--- src/rtl/bcd_counter_chain.sv ---
// Presettable DIGITS-digit decade counter, up/down, 8421 or 5421 I/O coding, tc for cascading.
// One-edge latency for load/count; no backpressure, sustains one count per clk while en is high.
module bcd_counter_chain #(
  parameter int DIGITS = 2
) (
  input  logic                clk,
  input  logic                clr,
  input  logic                load,
  input  logic                en,
  input  logic                up,
  input  logic                mode,
  input  logic [4*DIGITS-1:0] d,
  output logic [4*DIGITS-1:0] q,
  output logic                tc,
  output logic                err
);

  logic [DIGITS-1:0][3:0] val;
  logic [DIGITS-1:0][3:0] cnt_val;
  logic [DIGITS-1:0][3:0] ld_val;
  logic [DIGITS-1:0]      ld_bad;
  logic                   all_term;

  function automatic logic code_bad(input logic [3:0] c, input logic m);
    return m ? (c[2:0] > 3'd4) : (c > 4'd9);
  endfunction

  // 5421: bit 3 carries weight 5, the low three bits are 0..4
  function automatic logic [3:0] decode(input logic [3:0] c, input logic m);
    if (code_bad(c, m)) return 4'd0;
    if (m && c[3]) return {1'b0, c[2:0]} + 4'd5;
    if (m) return {1'b0, c[2:0]};
    return c;
  endfunction

  function automatic logic [3:0] encode(input logic [3:0] v, input logic m);
    if (m && (v > 4'd4)) return v + 4'd3;
    return v;
  endfunction

  always_comb begin
    logic roll;
    roll = 1'b1;
    for (int i = 0; i < DIGITS; i++) begin
      ld_bad[i] = code_bad(d[4*i +: 4], mode);
      ld_val[i] = decode(d[4*i +: 4], mode);
      q[4*i +: 4] = encode(val[i], mode);
      // a digit steps only when every lower digit sits at its terminal value
      if (!roll)
        cnt_val[i] = val[i];
      else if (up)
        cnt_val[i] = (val[i] == 4'd9) ? 4'd0 : val[i] + 4'd1;
      else
        cnt_val[i] = (val[i] == 4'd0) ? 4'd9 : val[i] - 4'd1;
      roll = roll & (up ? (val[i] == 4'd9) : (val[i] == 4'd0));
    end
    all_term = roll;
  end

  assign tc = clr & en & load & all_term;

  always_ff @(posedge clk or negedge clr) begin
    if (!clr) begin
      val <= '0;
      err <= 1'b0;
    end else if (!load) begin
      val <= ld_val;
      err <= |ld_bad;
    end else if (en) begin
      val <= cnt_val;
    end
  end

endmodule

--- config.mk ---
export PLATFORM = sky130hd
export DESIGN_NAME = bcd_counter_chain
export DESIGN_NICKNAME = d
export VERILOG_FILES = /design/src/rtl/bcd_counter_chain.sv
export SDC_FILE = /design/constraint.sdc
export NUM_CORES = 1
export LEC_CHECK = 0
export CORE_ASPECT_RATIO = 1.25
export CORE_MARGIN = 2
export CORE_UTILIZATION = 40
export DETAILED_ROUTE_END_ITERATION = 16
export GPL_ROUTABILITY_DRIVEN = 1
export GPL_TIMING_DRIVEN = 0
export HOLD_SLACK_MARGIN = 0.06
export PLACE_DENSITY = 0.69
export SETUP_SLACK_MARGIN = 0.05
export SLEW_MARGIN = 10
export SYNTH_ARGS = -nofsm -noshare
export SYNTH_HDL_FRONTEND = slang
export SYNTH_SLANG_ARGS = --single-unit
--- constraint.sdc ---
create_clock -name clk -period 2.35 [get_ports clk]
set_input_delay 0.3525 -clock clk [delete_from_list [all_inputs] [get_ports clk]]
set_output_delay 0.3525 -clock clk [all_outputs]
set_load 0.01 [all_outputs]
### Word level (Yosys, flattened, before mapping)

Index checks and enable logic that the tools add are counted.
Widths: inputs -> output; s select.

* register bits: 9
* bits of input ports: 14
* logic and storage cells: 75

* add/sub/neg operators: 8
* magnitude comparators: 6
* equal/unequal tests: 4
* muxes and demuxes: 42
* bitwise operators: 4
* reduce and logical (&&, ||, !) cells: 8

Operators by type and width (number)
* $mux 4: 23
* $mux 1: 17
* $mux 8: 2
* $add 3x3->4 const B: 2
* $add 4x1->4 const B: 2
* $add 4x2->4 const B: 2
* $eq 4x4->1 const B: 2
* $gt 4x3->1 const B: 2
* $gt 4x4->1 const B: 2
* $logic_not 4->1: 2
* $sub 4x1->4 const B: 2
* $gt 3x3->1 const B: 2
* $and 1x1->1: 4
* $logic_and 1x1->1: 4
* $ne 2x1->1 const B: 2
* $reduce_and 2->1: 1
* $reduce_or 2->1: 1

### Depth between registers and ports, before layout

Gate-level depths: netlist of the first run.

* depth in word-level cells: 10
* gate-level depth with buffers: 8

### Least setup slack after synthesis of the first run

OpenSTA, ideal clock, no wires.

* kind: register -> output
* start: reg val[0] (netlist name)
* end: out tc
* arrival: 1.664 ns
* slack: 0.334 ns
* cell stages (with the launch flop): 7
* path buffers: 1
* path through: dfrtp_1 -> buf_2 -> inv_1 -> ha_1 -> nor3b_1 -> o211ai_1 -> nor4_1

* cells in the longest elaborated chain, start to end: 4
* elaborated cells between the ends (all ways): 5
* classes of those cells: eq/ne (1); mux (1); bitwise (2); reduce/logical (1)

Ends and longest elaborated chain
* start: declaration: RTL line 18 `logic [DIGITS-1:0][3:0] val;`
* start signal: assignment: RTL line 67 `val <= ld_val;`
* start signal: assignment: RTL line 70 `val <= cnt_val;`
* $eq 4x4->1 / $logic_not 4->1 (equally long branches): RTL line 55 `roll = roll & (up ? (val[i] == 4'd9) : (val[i] == 4'd0));`
* $mux 1 (*): RTL line 55
* $and 1x1->1 (*): RTL line 55
* $and 1x1->1 (*): RTL line 60 `assign tc = clr & en & load & all_term;`
* end: declaration: RTL line 14 `output logic tc,`

Mark *: on every way between the ends. The rest lies on a longest branch, timed or not.

### Worst setup path in the final report of the first run

Ends and elaborated chain as after synthesis.

==> flow_metrics.tcl, run 1 <==
set metrics [dict create \
    async_flop_share 1.00 \
    hold_viol_final 0 \
    reg2reg_slack_ns 0.51 \
    grt_use_total 0.180 \
    finalWirelength_microns 3020 \
    outcome "finished, final reports clean" \
    io_pins 24 \
    antenna_found_initial 0 \
    max-cap-violations 0 \
    n_fill_cell 278 \
    period_needed_ns 2.27 \
    cp-end-kind "primary output" \
    cts_root_buf "clkbuf_4" \
    worst_pin_slew_ns 0.422 \
    drc 0 \
    synth_area_leader_cell "dfrtp_1" \
    layout.nets 235 \
    cp_max_fo 7 \
    critPathBufInv 3 \
    start_util 0.425 \
    htree_levels 1 \
    clk_latency_ns 0.26 \
    fmax_mhz 441 \
    wl_per_cell_microns 12.5 \
    place_congestion 0.918 \
    die_area_sq_um 3660 \
    yosysMostFrequentCell "nand2_1" \
    cpLargestDelayFamily "simple AND/OR/NAND/NOR gates" \
    cts_sinks 9 \
    ys_seq_elements 9 \
    yosysWarningCount 0 \
    core.rowCount 22 \
    yosysUniqueCellTypes 44 \
    io_buffers 21 \
    min-delay-path-class "primary input to asynchronous set/reset pin" \
    crit_type "register to primary output" \
    synth-seq-area-share 0.176 \
    hpwl_microns 2280 \
    start_kind "register" \
    finalCritPeriodShare 0.966 \
    critPathArrivalTime_ns 1.92 \
    grt_first_pass_wirelength_microns 5020 \
    synth_edf_count 0 \
    area_growth_pct 30.8 \
    final_util 0.556 \
    syn-num-nets 203 \
    powerDensity_nw_per_um2 483 \
    slew_viol_final 0 \
    via_per_inst 5.54 \
    grt_max_degree 11 \
    synth_common_cells "22 x nand2_1, 17 x nor2_1, 16 x o21ai_0, 14 x ha_1, 13 x inv_1" \
    syn-cell-area_sq_um 1280 \
    drt_iter0_drc 36 \
    ys.flop_type "dfrtp_1" \
    rsz0062_at_grt "true" \
    p_leak_uw 0.000764 \
    worst_slack_ns 0.0808 \
    fin_worst_skew_ns 0.00243 \
    coreArea_sq_um 3000 \
    grt_pass1_vias 1181 \
    drive_above_1_share 0.180 \
    die_h_microns 67.2 \
    chipWidth_microns 54.5 \
    synthTopCellsByArea "dfrtp_1 18%, ha_1 14%, nand2_1 6.5%" \
    cp_cell_sequence "buf_6, inv_4, ha_4, nor3b_4, o211ai_1, nor4_1, buf_2" \
    required_ns 2.00 \
    clkTransAtPathRegs_ns 0.06 \
    diodes 0 \
    post-place-ws_ns -0.296 \
    peakVddDrop_mv 0.296 \
    cts.path.max_buffers 2 \
    cts_tree "yes" \
    gr-total-overflow 0 \
    critPathSlowestCell "dfrtp_1" \
    critPathMaxStageDelay_ns 0.41 \
    setup_viol 0 \
    drtAntennaViolNets 0 \
    synth_top_area_frac 0.176 \
    slew_headroom 0.718 \
    detailroute.via_count 1341 \
    drt_first_pass_iters 4 \
    syn_inst 175 \
    cts_inserted_buffers 3 \
    synth_area_per_cell_sq_um 7.29 \
]
power breakdown:
group | switching, uW | total, uW | internal [uW] | leakage, uW
Clock | 58.0 | 124 | 65.7 | 0.0000150
Combinational | 243 | 476 | 233 | 0.000643
Sequential | 28.0 | 206 | 178 | 0.000107
Total | 329 | 806 | 477 | 0.000764
what timing repair did:
item / 4_1_cts / 5_1_grt
hold buffers: 0 / 0
setup buffers: 1 / 5
endpoints found under the setup margin: 9 / 5
pin swaps: 1 / 3
resized for setup: 18 / 17
per-layer routing:
| metal | share of wire | vias to the layer above | wire length, microns | track usage |
|---|---|---|---|---|
| met5 | 0 | - | 0 | 0 |
| met4 | 0.011 | 0 | 32 | 0.0406 |
| met3 | 0.042 | 9 | 128 | 0.0155 |
| met2 | 0.51 | 41 | 1560 | 0.318 |
| met1 | 0.43 | 606 | 1310 | 0.231 |
| li1 | - | 685 | - | - |
logic make-up (layout without fill, tap and decap cells):
| logic type | Yosys count | after routing | synth area share |
|---|---|---|---|
| simple gates | 64 | 64 | 0.242 |
| compound gates | 54 | 54 | 0.285 |
| buf+inv | 24 | 55 | 0.0824 |
| fa+ha+maj | 14 | 14 | 0.137 |
| flops | 9 | 9 | 0.176 |
| xor+xnor | 6 | 6 | 0.0412 |
| mux | 4 | 4 | 0.0353 |
cell type report:
type / count / area (sq um) / share of cell area
flip-flops and latches: 9 / 226 / 0.136
inverters: 14 / 55.1 / 0.0330
well taps: 36 / 45.0 / 0.0270
multi-input cells: 142 / 1000 / 0.600
clock buffers: 4 / 26.3 / 0.0157
plain buffers: 10 / 65.1 / 0.0390
repair buffers: 27 / 250 / 0.150
path summary, 6_finish.rpt:
path                       cells past startpoint    from     end
max                                            7  val[0]      tc
min                                            1     clr     err
max reg2reg                                    8  val[1]  val[5]
min reg2reg                                    1     err     err
max in group asynchronous                      1     clr  val[1]
min in group clk                               3      en  val[3]
sequential cells by signal (all words and copies together), names as in the netlist:
signal,cells
err,1
val,8
layout by cell type, fill, tap and decap left out, drive strengths merged, types with 2 or more instances in the layout:
cell type	instances
a211oi	3
a21oi	5
a31oi	7
and3	2
buf	15
clkbuf	6
clkdlybuf4s50	11
dfrtp	9
dlygate4sd2	6
dlymetal6s2s	3
ha	14
inv	14
mux2	4
nand2	22
nand2b	5
nand3	5
nor2	17
nor2b	3
nor3	2
nor3b	2
nor4	2
o211ai	6
o21ai	17
o22a	2
o31ai	2
xnor2	5
worst reg2reg max path, stage by stage (launching register included):
cell and delay [ns]:
dfrtp_2 0.44, inv_2 0.08, ha_2 0.20, and3_1 0.19
o211ai_1 0.32, buf_4 0.18, nand2_1 0.12, nor2_1 0.14
a31oi_1 0.05
through the flow:
stage | std cells | cell area (sq um) | hold slack (ns) | total power (uW) | setup TNS, ns
2_1_floorplan | 175 | 1280 | 0.0569 | 486 | 0
3_3_place_gp | 232 | 1530 | 0.517 | 627 | -0.356
3_5_place_dp | 232 | 1530 | 0.526 | 638 | -0.573
4_1_cts | 237 | 1600 | 0.414 | 768 | -0.0485
5_1_grt | 242 | 1670 | 0.428 | 869 | -0.0453
6_report | 242 | 1670 | 0.389 | 806 | 0
(Power assumes the default switching activity.)
==> inputs of run 2 (changes only) <==
ABC_AREA = 1   (was not set)
DONT_BUFFER_PORTS = 1   (was not set)
HOLD_SLACK_MARGIN = 0.1   (was 0.06)
PLACE_DENSITY = 0.59   (was 0.69)
==> run 2 against run 1 <==
  * Critical path depth up 2
  * Wire length down 6.2%
  * Non-clock buffer count fell by 29
  * Critical path type unchanged
  * Clock power increased by 44%
==> flow_metrics.tcl, run 2 <==
set metrics [dict create \
    start_util 0.413 \
    cpLargestDelayFamily "buffers and inverters" \
    synth_top_area_frac 0.172 \
    synth_area_per_cell_sq_um 6.75 \
    cts_tree "yes" \
    htree_levels 1 \
    cts_root_buf "clkbuf_8" \
    largest_reg_flops 8 \
    critPathArrivalTime_ns 1.77 \
    ys_seq_elements 9 \
    clk_latency_ns 0.23 \
    via_per_inst 5.07 \
    top_regs "val (8), err (1)" \
    syn-num-nets 222 \
    chipWidth_microns 55.2 \
    min-delay-path-class "primary input to register" \
    outcome "finished, final reports clean" \
    layout.nets 230 \
    placed_cell_area_sq_um 1360 \
    power_uw 950 \
    io_pins 24 \
    yosysWarningCount 0 \
    synth-seq-area-share 0.172 \
    path_common_cell "inv_2" \
    yosysMostFrequentCell "nand2_1" \
    ys.flop_type "dfrtp_1" \
    fin_worst_skew_ns 0.00360 \
    layout.cells.most_common "nand2_1" \
    critPathSlowestCell "dfrtp_1" \
    peakVddDrop_mv 0.269 \
    required_ns 2.00 \
    slew_headroom 0.727 \
    drtAntennaViolNets 0 \
    die_area_sq_um 3750 \
    synth_edf_count 0 \
    min_from "load" \
    coreArea_sq_um 3170 \
    grt_pass1_vias 1191 \
    grt_use_total 0.181 \
    hpwl_microns 2330 \
    synth_area_leader_cell "dfrtp_1" \
    grt_max_degree 10 \
    setup_viol 0 \
    max-cap-violations 0 \
    io_buffers 0 \
    antenna_found_initial 0 \
    fmax_mhz 471 \
    hold_viol_final 0 \
    worst_pin_slew_ns 0.408 \
    core.rowCount 23 \
    drive_above_1_share 0.204 \
    drt_first_pass_iters 4 \
    syn-cell-area_sq_um 1310 \
    most-common-layout-cells "48 x nand2_1, 19 x inv_1, 19 x nor2_1, 13 x nand3_1, 13 x ha_1" \
    detailroute.via_count 1206 \
    largest_register "val" \
    clkTransAtPathRegs_ns 0.05 \
    syn_inst 194 \
    finalWirelength_microns 2840 \
    place_congestion 0.725 \
    setup_tns_ns 0 \
    cts_sinks 9 \
    yosysUniqueCellTypes 30 \
    finalCritPeriodShare 0.904 \
    cp_cell_sequence "buf_4, inv_1, ha_2, inv_2, nand2_2, a21oi_4, inv_2, nor3_4, xor2_2" \
    die_h_microns 68.0 \
    drc 0 \
    r2r_start "val[4]" \
    diodes 0 \
    gr-total-overflow 0 \
    finalInstanceArea_sq_um 1460 \
    slew_viol_final 0 \
    start_kind "register" \
    p_leak_uw 0.000739 \
    drt_iter0_drc 30 \
    post-place-ws_ns 0.301 \
    synthTopCellsByArea "dfrtp_1 17%, nand2_1 14%, ha_1 13%" \
    synth_common_cells "48 x nand2_1, 19 x inv_1, 19 x nor2_1, 14 x ha_1, 13 x nand3_1" \
    worst_slack_ns 0.225 \
    cp-end-kind "primary output" \
    powerDensity_nw_per_um2 651 \
    cp_max_fo 7 \
    grt_first_pass_wirelength_microns 5060 \
    wl_per_cell_microns 11.9 \
    period_needed_ns 2.12 \
    crit_type "register to primary output" \
    critPathLaunch "val[4]" \
    cts_inserted_buffers 3 \
    critPathBufInv 4 \
    critPathMaxStageDelay_ns 0.38 \
    async_flop_share 1.00 \
    rsz0062_at_grt "false" \
    cts.path.max_buffers 2 \
    reg2reg_slack_ns 0.74 \
    area_growth_pct 11.5 \
]
run 2: cell count changes in the layout (fill, tap and decap cells not counted), sizes merged, moves of 8 or more:
cell	change
nand2	+32
clkdlybuf4s50	-11
inv	+14
xor2	+8
buf	-8
nand3	+11
run 2: report_power, final:
group          leakage, uW  total [uW]  internal [uW]  switching, uW
logic             0.000607         546            206            341
clock network    0.0000228         178            118           59.7
registers         0.000109         226            188           37.9
total             0.000739         950            512            438
run 2: repair_timing:
action / in CTS / in global routing
pin swaps: 1 / 2
hold buffers: 1 / 0
resized for setup: 1 / 7
buffers inserted: 0 / 2
setup endpoints to repair: 1 / 5
endpoints found under the hold margin: 9 / 0
run 2: cell type report:
type	count	area (sq um)
Buffer	5	45.0
Clock buffer	4	45.0
Fill cell	346	1710
Inverter	28	113
Multi-Input combinational cell	152	957
Sequential cell	9	228
Tap cell	37	46.3
Timing Repair Buffer	3	25.0
run 2: metrics by stage:
| step | util | hold WS, ns | instances |
|---|---|---|---|
| floorplan | - | 0.0569 | 194 |
| global placement | 0.428 | 0.0571 | 231 |
| detailed placement | 0.428 | 0.0571 | 231 |
| CTS | 0.446 | 0.274 | 236 |
| global route | 0.461 | 0.274 | 238 |
| finish | 0.461 | 0.277 | 238 |
run 2: routing by layer:
metal | vias to the layer above | share of wire | GRT usage
li1 | 629 | - | -
met2 | 27 | 0.47 | 0.307
met5 | - | 0 | 0
met1 | 546 | 0.46 | 0.221
met4 | 0 | 0.018 | 0.0823
met3 | 4 | 0.050 | 0.0284
run 2: path summary, 6_finish.rpt:
check                           endpoint  depth (start not counted)
worst min register to register    val[0]                          2
worst max register to register    val[5]                         10
min in group asynchronous            err                          1
worst min-delay path              val[7]                          2
worst max-delay path                q[7]                          9
max in group asynchronous         val[1]                          1
run 2: kinds of logic after synthesis:
logic type / after synthesis / synth area share
xor+xnor: 11 / 0.0736
compound gates: 30 / 0.149
fa+ha+maj: 14 / 0.134
simple gates: 97 / 0.353
flops: 9 / 0.172
buf+inv: 33 / 0.119
==> inputs of run 3 (changes only) <==
CTS_CLUSTER_SIZE = 16   (was not set)
==> results of run 3 <==
Final layout, timing and power as in run 2 (identical DEF).
